[config.mk]
export PLATFORM = sky130hd
export DESIGN_NAME = imem_arbiter
export DESIGN_NICKNAME = d
export VERILOG_FILES = /design/src/rtl/imem_arbiter.sv
export SDC_FILE = /design/constraint.sdc
export NUM_CORES = 1
export LEC_CHECK = 0
export ABC_AREA = 1
export CAP_MARGIN = 15
export CELL_PAD_IN_SITES_DETAIL_PLACEMENT = 0
export CELL_PAD_IN_SITES_GLOBAL_PLACEMENT = 2
export CORE_MARGIN = 5
export CORE_UTILIZATION = 15
export DETAILED_ROUTE_END_ITERATION = 12
export HOLD_SLACK_MARGIN = 0.02
export PLACE_DENSITY_LB_ADDON = 0.25
export SLEW_MARGIN = 20
export SYNTH_ARGS = -nofsm -noshare
export SYNTH_HDL_FRONTEND = slang
export SYNTH_SLANG_ARGS = --single-unit
[constraint.sdc]
create_clock -name clk -period 1.23 [get_ports clk]
set_input_delay 0.3075 -clock clk [delete_from_list [all_inputs] [get_ports clk]]
set_output_delay 0.3075 -clock clk [all_outputs]
set_load 0.03 [all_outputs]
[src/rtl/imem_arbiter.sv]
// imem_arbiter
// Round-robin arbiter that shares the single zero-latency instruction-memory
// read port between NUM_PORTS fetch units. One fetch is granted per cycle.
// The memory word is registered into a one-cycle response pulse for the
// granted port.
//
// Ports:
//   clk, rst     - clock and synchronous active-high reset
//   req_valid    - per-port fetch request
//   req_addr     - per-port byte address, port i at [i*ADDR_WIDTH +: ADDR_WIDTH]
//   req_ready    - combinational one-hot grant
//   resp_valid   - registered one-cycle response pulse
//   resp_data    - registered instruction word, port i at [i*DATA_WIDTH +: DATA_WIDTH]
//   resp_err     - registered misaligned-address flag, qualified by resp_valid
//   mem_addr     - word-aligned address driven to imem
//   mem_data     - word returned by imem in the same cycle
//
// Handshake: a request transfers on a cycle where req_valid[i] && req_ready[i].
// The requester holds req_valid and req_addr stable until that cycle. It may
// withdraw req_valid beforehand and then gets no response. resp_valid[i] is a
// pulse with no backpressure. The requester must take the response in that
// cycle.
module imem_arbiter #(
  parameter int NUM_PORTS  = 2,
  parameter int ADDR_WIDTH = 32,
  parameter int DATA_WIDTH = 32
) (
  input  logic                             clk,
  input  logic                             rst,
  input  logic [NUM_PORTS-1:0]             req_valid,
  input  logic [NUM_PORTS*ADDR_WIDTH-1:0]  req_addr,
  output logic [NUM_PORTS-1:0]             req_ready,
  output logic [NUM_PORTS-1:0]             resp_valid,
  output logic [NUM_PORTS*DATA_WIDTH-1:0]  resp_data,
  output logic [NUM_PORTS-1:0]             resp_err,
  output logic [ADDR_WIDTH-1:0]            mem_addr,
  input  logic [DATA_WIDTH-1:0]            mem_data
);

  localparam int PTR_W = (NUM_PORTS > 1) ? $clog2(NUM_PORTS) : 1;
  localparam logic [PTR_W:0] LAST_IDX = (PTR_W+1)'(NUM_PORTS - 1);
  localparam logic [PTR_W:0] NP       = (PTR_W+1)'(NUM_PORTS);

  logic [PTR_W-1:0]      ptr_q, ptr_d;
  logic [NUM_PORTS-1:0]  resp_valid_q, resp_valid_d;
  logic [NUM_PORTS-1:0]  resp_err_q, resp_err_d;
  logic [DATA_WIDTH-1:0] resp_data_q [NUM_PORTS];
  logic [DATA_WIDTH-1:0] resp_data_d [NUM_PORTS];
  logic [ADDR_WIDTH-1:0] addr_arr [NUM_PORTS];

  logic                  grant_vld;
  logic [PTR_W-1:0]      grant_idx;
  logic [ADDR_WIDTH-1:0] grant_addr;

  for (genvar p = 0; p < NUM_PORTS; p++) begin : g_port
    assign addr_arr[p] = req_addr[p*ADDR_WIDTH +: ADDR_WIDTH];
    assign resp_data[p*DATA_WIDTH +: DATA_WIDTH] = resp_data_q[p];
  end

  // Scan from ptr upward with wrap-around. The first valid port wins.
  // Nothing is granted while rst is high.
  always_comb begin
    logic [PTR_W:0] cand;
    cand      = '0;
    grant_vld = 1'b0;
    grant_idx = '0;
    for (int i = 0; i < NUM_PORTS; i++) begin
      cand = {1'b0, ptr_q} + (PTR_W+1)'(i);
      if (cand > LAST_IDX) cand = cand - NP;
      if (!grant_vld && !rst && req_valid[cand[PTR_W-1:0]]) begin
        grant_vld = 1'b1;
        grant_idx = cand[PTR_W-1:0];
      end
    end
  end

  always_comb begin
    req_ready  = '0;
    grant_addr = addr_arr[grant_idx];
    mem_addr   = '0;
    if (grant_vld) begin
      req_ready[grant_idx] = 1'b1;
      mem_addr = {grant_addr[ADDR_WIDTH-1:2], 2'b00};
    end
  end

  always_comb begin
    ptr_d        = ptr_q;
    resp_valid_d = '0;
    resp_err_d   = resp_err_q;
    resp_data_d  = resp_data_q;
    if (grant_vld) begin
      ptr_d = ({1'b0, grant_idx} == LAST_IDX) ? '0 : grant_idx + PTR_W'(1);
      resp_valid_d[grant_idx] = 1'b1;
      resp_data_d[grant_idx]  = mem_data;
      resp_err_d[grant_idx]   = |grant_addr[1:0];
    end
  end

  always_ff @(posedge clk) begin
    if (rst) begin
      ptr_q        <= '0;
      resp_valid_q <= '0;
      resp_err_q   <= '0;
      for (int i = 0; i < NUM_PORTS; i++) resp_data_q[i] <= '0;
    end else begin
      ptr_q        <= ptr_d;
      resp_valid_q <= resp_valid_d;
      resp_err_q   <= resp_err_d;
      resp_data_q  <= resp_data_d;
    end
  end

  // A reset arriving in the cycle after a grant must kill the response that
  // is already sitting in resp_valid_q. The pulse is masked here. The flop
  // clears on the same edge.
  assign resp_valid = rst ? '0 : resp_valid_q;
  assign resp_err   = resp_err_q;

endmodule

==> flow_summary_export.csv <==
group,metric,value,unit
timing,final-setup-viol-count,93,
setup_path,required,920,ps
layout,final_area,7450,µm²
routing,first_pass_iters,6,
setup_path,path_class,"in2out",
placed_design,dp_slack,-906,ps
layout,drive_gt1_frac,0.539,
hold_path,hold_path.class,"in2reg",
layout,mostFrequentLayoutCells,"96 x clkdlybuf4s50_1, 88 x nand2_1, 75 x buf_4",
timing,hold_violations,0,
clocking,cts_made_buffers,9,
clocking,cts-root-buf,"clkbuf_16",
grt,grt_max_degree,41,
timing,worstMarginPinSlew,516,ps
clocking,cts_tree,"yes",
logic_synthesis,ys_types,17,
logic_synthesis,ys_seq_area_frac,0.478,
timing,final.setup_skew,9.51,ps
status,status,"finished with violations",
routing,wire_per_inst,16.2,µm
clocking,path_clk_slew,50,ps
clocking,clk_latency,340,ps
routing,first_iter_violations,94,
routing,routed_wl,14900,µm
flow_run,max_cap_viol_count,0,
timing,grt_setup_unrepaired,"true",
floorplanning,start_util,0.154,
clocking,clock-sinks,69,
grt,antenna_found_initial,0,
floorplanning,dieHeight,149,µm
placed_design,dp_hpwl,9640,µm
power,ir_drop,0.558,mV
setup_path,arrival,1550,ps
layout,final_common_cell,"clkdlybuf4s50_1",
layout,syn_to_final_growth,158,%
placed_design,placed_area,5590,µm²
setup_path,worst_setup_path_start_kind,"input port",
floorplanning,rows,50,
logic_synthesis,avgSynthCellArea,6.99,µm²
layout,fin_util,0.396,
setup_path,endpoint_kind,"output pin",
layout,nets,754,
setup_path,crit_fanout,7,
placed_design,io_buffers,199,
clocking,clock_path_buffers,2,
status,violations,"setup timing",
timing,period_share,1.51,
grt,grt-ovfl-total,0,
logic_synthesis,ys.warnings.count,0,
grt,grt_first_pass_wirelength,21800,µm
grt,grtUsageTotal,0.128,
logic_synthesis,syn_area,2890,µm²
power,power.leakage,3.19,nW
clocking,htreeDepth,3,
floorplanning,dieWidth,149,µm
routing,num_vias,3638,
grt,grt_pass1_vias,3852,
timing,maxSlewViolCount,0,
placed_design,place_congestion,0.770,
clocking,cts_hold_buf,0,
floorplanning,io_pins,202,
layout,nFillCells,1881,
logic_synthesis,netlist_instances,414,
routing,ant_nets,0,
timing,holdWs,362,ps
logic_synthesis,yosys_register_bits,69,
timing,clock.fmax,538,MHz
floorplanning,dieArea,22200,µm²
timing,max_slew_margin,0.656,
timing,setup_ws,-628,ps
power,power.density,1140,nW/µm²
timing,min_period,1860,ps
routing,viasPerCell,3.96,
layout,antenna_cells,0,
routing,drc,0,
floorplanning,coreArea,18800,µm²
[kinds of logic after synthesis]
logic type	share of synthesized area
flops	0.478
simple gates	0.384
buf+inv	0.0817
other cells	0.00130
compound gates	0.0554
[per-layer routing]
metal  vias to the layer above  part of all wire  global-route usage
met5                         -                 0                   0
met4                         0             0.018              0.0467
met3                        18             0.074              0.0404
met2                       143              0.48               0.217
met1                      1673              0.42               0.152
li1                       1804                 -                   -
[critical path: stages]
cell           delay, ps
dlygate4sd2_1        210
buf_6                130
inv_12                30
nor2_4               100
nand2_4               70
buf_12               160
inv_16               100
buf_16               140
nor2_4                40
nor2_4               110
buf_6                140
[path summary, 6_finish.rpt]
path	start	to	slack, ps	cells after the start
setup reg to reg	ptr_q	resp_data[17]	-420	12
hold / removal	rst	ptr_q	360	4
hold reg to reg	resp_data[25]	resp_data[25]	450	2
setup / recovery	req_valid[1]	mem_addr[15]	-630	11
[flip-flops by register name, summed over array words and instances, names as in the netlist]
name / flops
resp_data: 64
resp_valid_q: 2
resp_err: 2
ptr_q: 1
[cells in the mapped netlist]
cell      instances  area, µm²
nand2_1         135        507
nand3_1          65        325
buf_2            12       60.1
clkbuf_1          5       18.8
inv_1             6       22.5
nand2_4           1       11.3
nand2_2           2       12.5
buf_1             2       7.51
conb_1            1       3.75
buf_4             8       60.1
o21ai_0          14       70.1
o21ai_1          16       80.1
a21oi_1           2       10.0
dfxtp_1          69       1380
inv_2             3       11.3
nor2_1           68        255
buf_6             5       56.3
[per-stage QoR]
step	TNS [ps]	std cells	total power, mW
6_report	-35580	919	8.52
5_1_grt	-42890	919	8.91
4_1_cts	-31640	906	8.37
3_5_place_dp	-75210	867	4.83
3_3_place_gp	-74330	867	4.82
2_1_floorplan	-3310	415	3.81
[where the power goes]
group | leakage, nW | switching, mW | internal [mW]
sequential | 0.572 | 0.122 | 2.43
clock | 0.173 | 1.02 | 2.03
combinational | 2.45 | 1.53 | 1.39
[repair_timing]
item / CTS / global route
setup buffers: 15 / 11
cloned: 11 / 5
gates resized for setup: 166 / 84
setup endpoints to repair: 101 / 101
endpoints found under the hold margin: 0 / 0
pin swaps: 47 / 13
[final cells by class]
class / count / area, µm² / area share
clock buffers: 10 / 239 / 0.0321
clock inverters: 6 / 109 / 0.0146
inverters: 9 / 77.6 / 0.0104
multi-input cells: 305 / 2360 / 0.316
flip-flops and latches: 69 / 1390 / 0.186
well taps: 260 / 325 / 0.0437
repair buffers: 260 / 2960 / 0.397
Note: power is estimated with default switching activity, not from simulation.
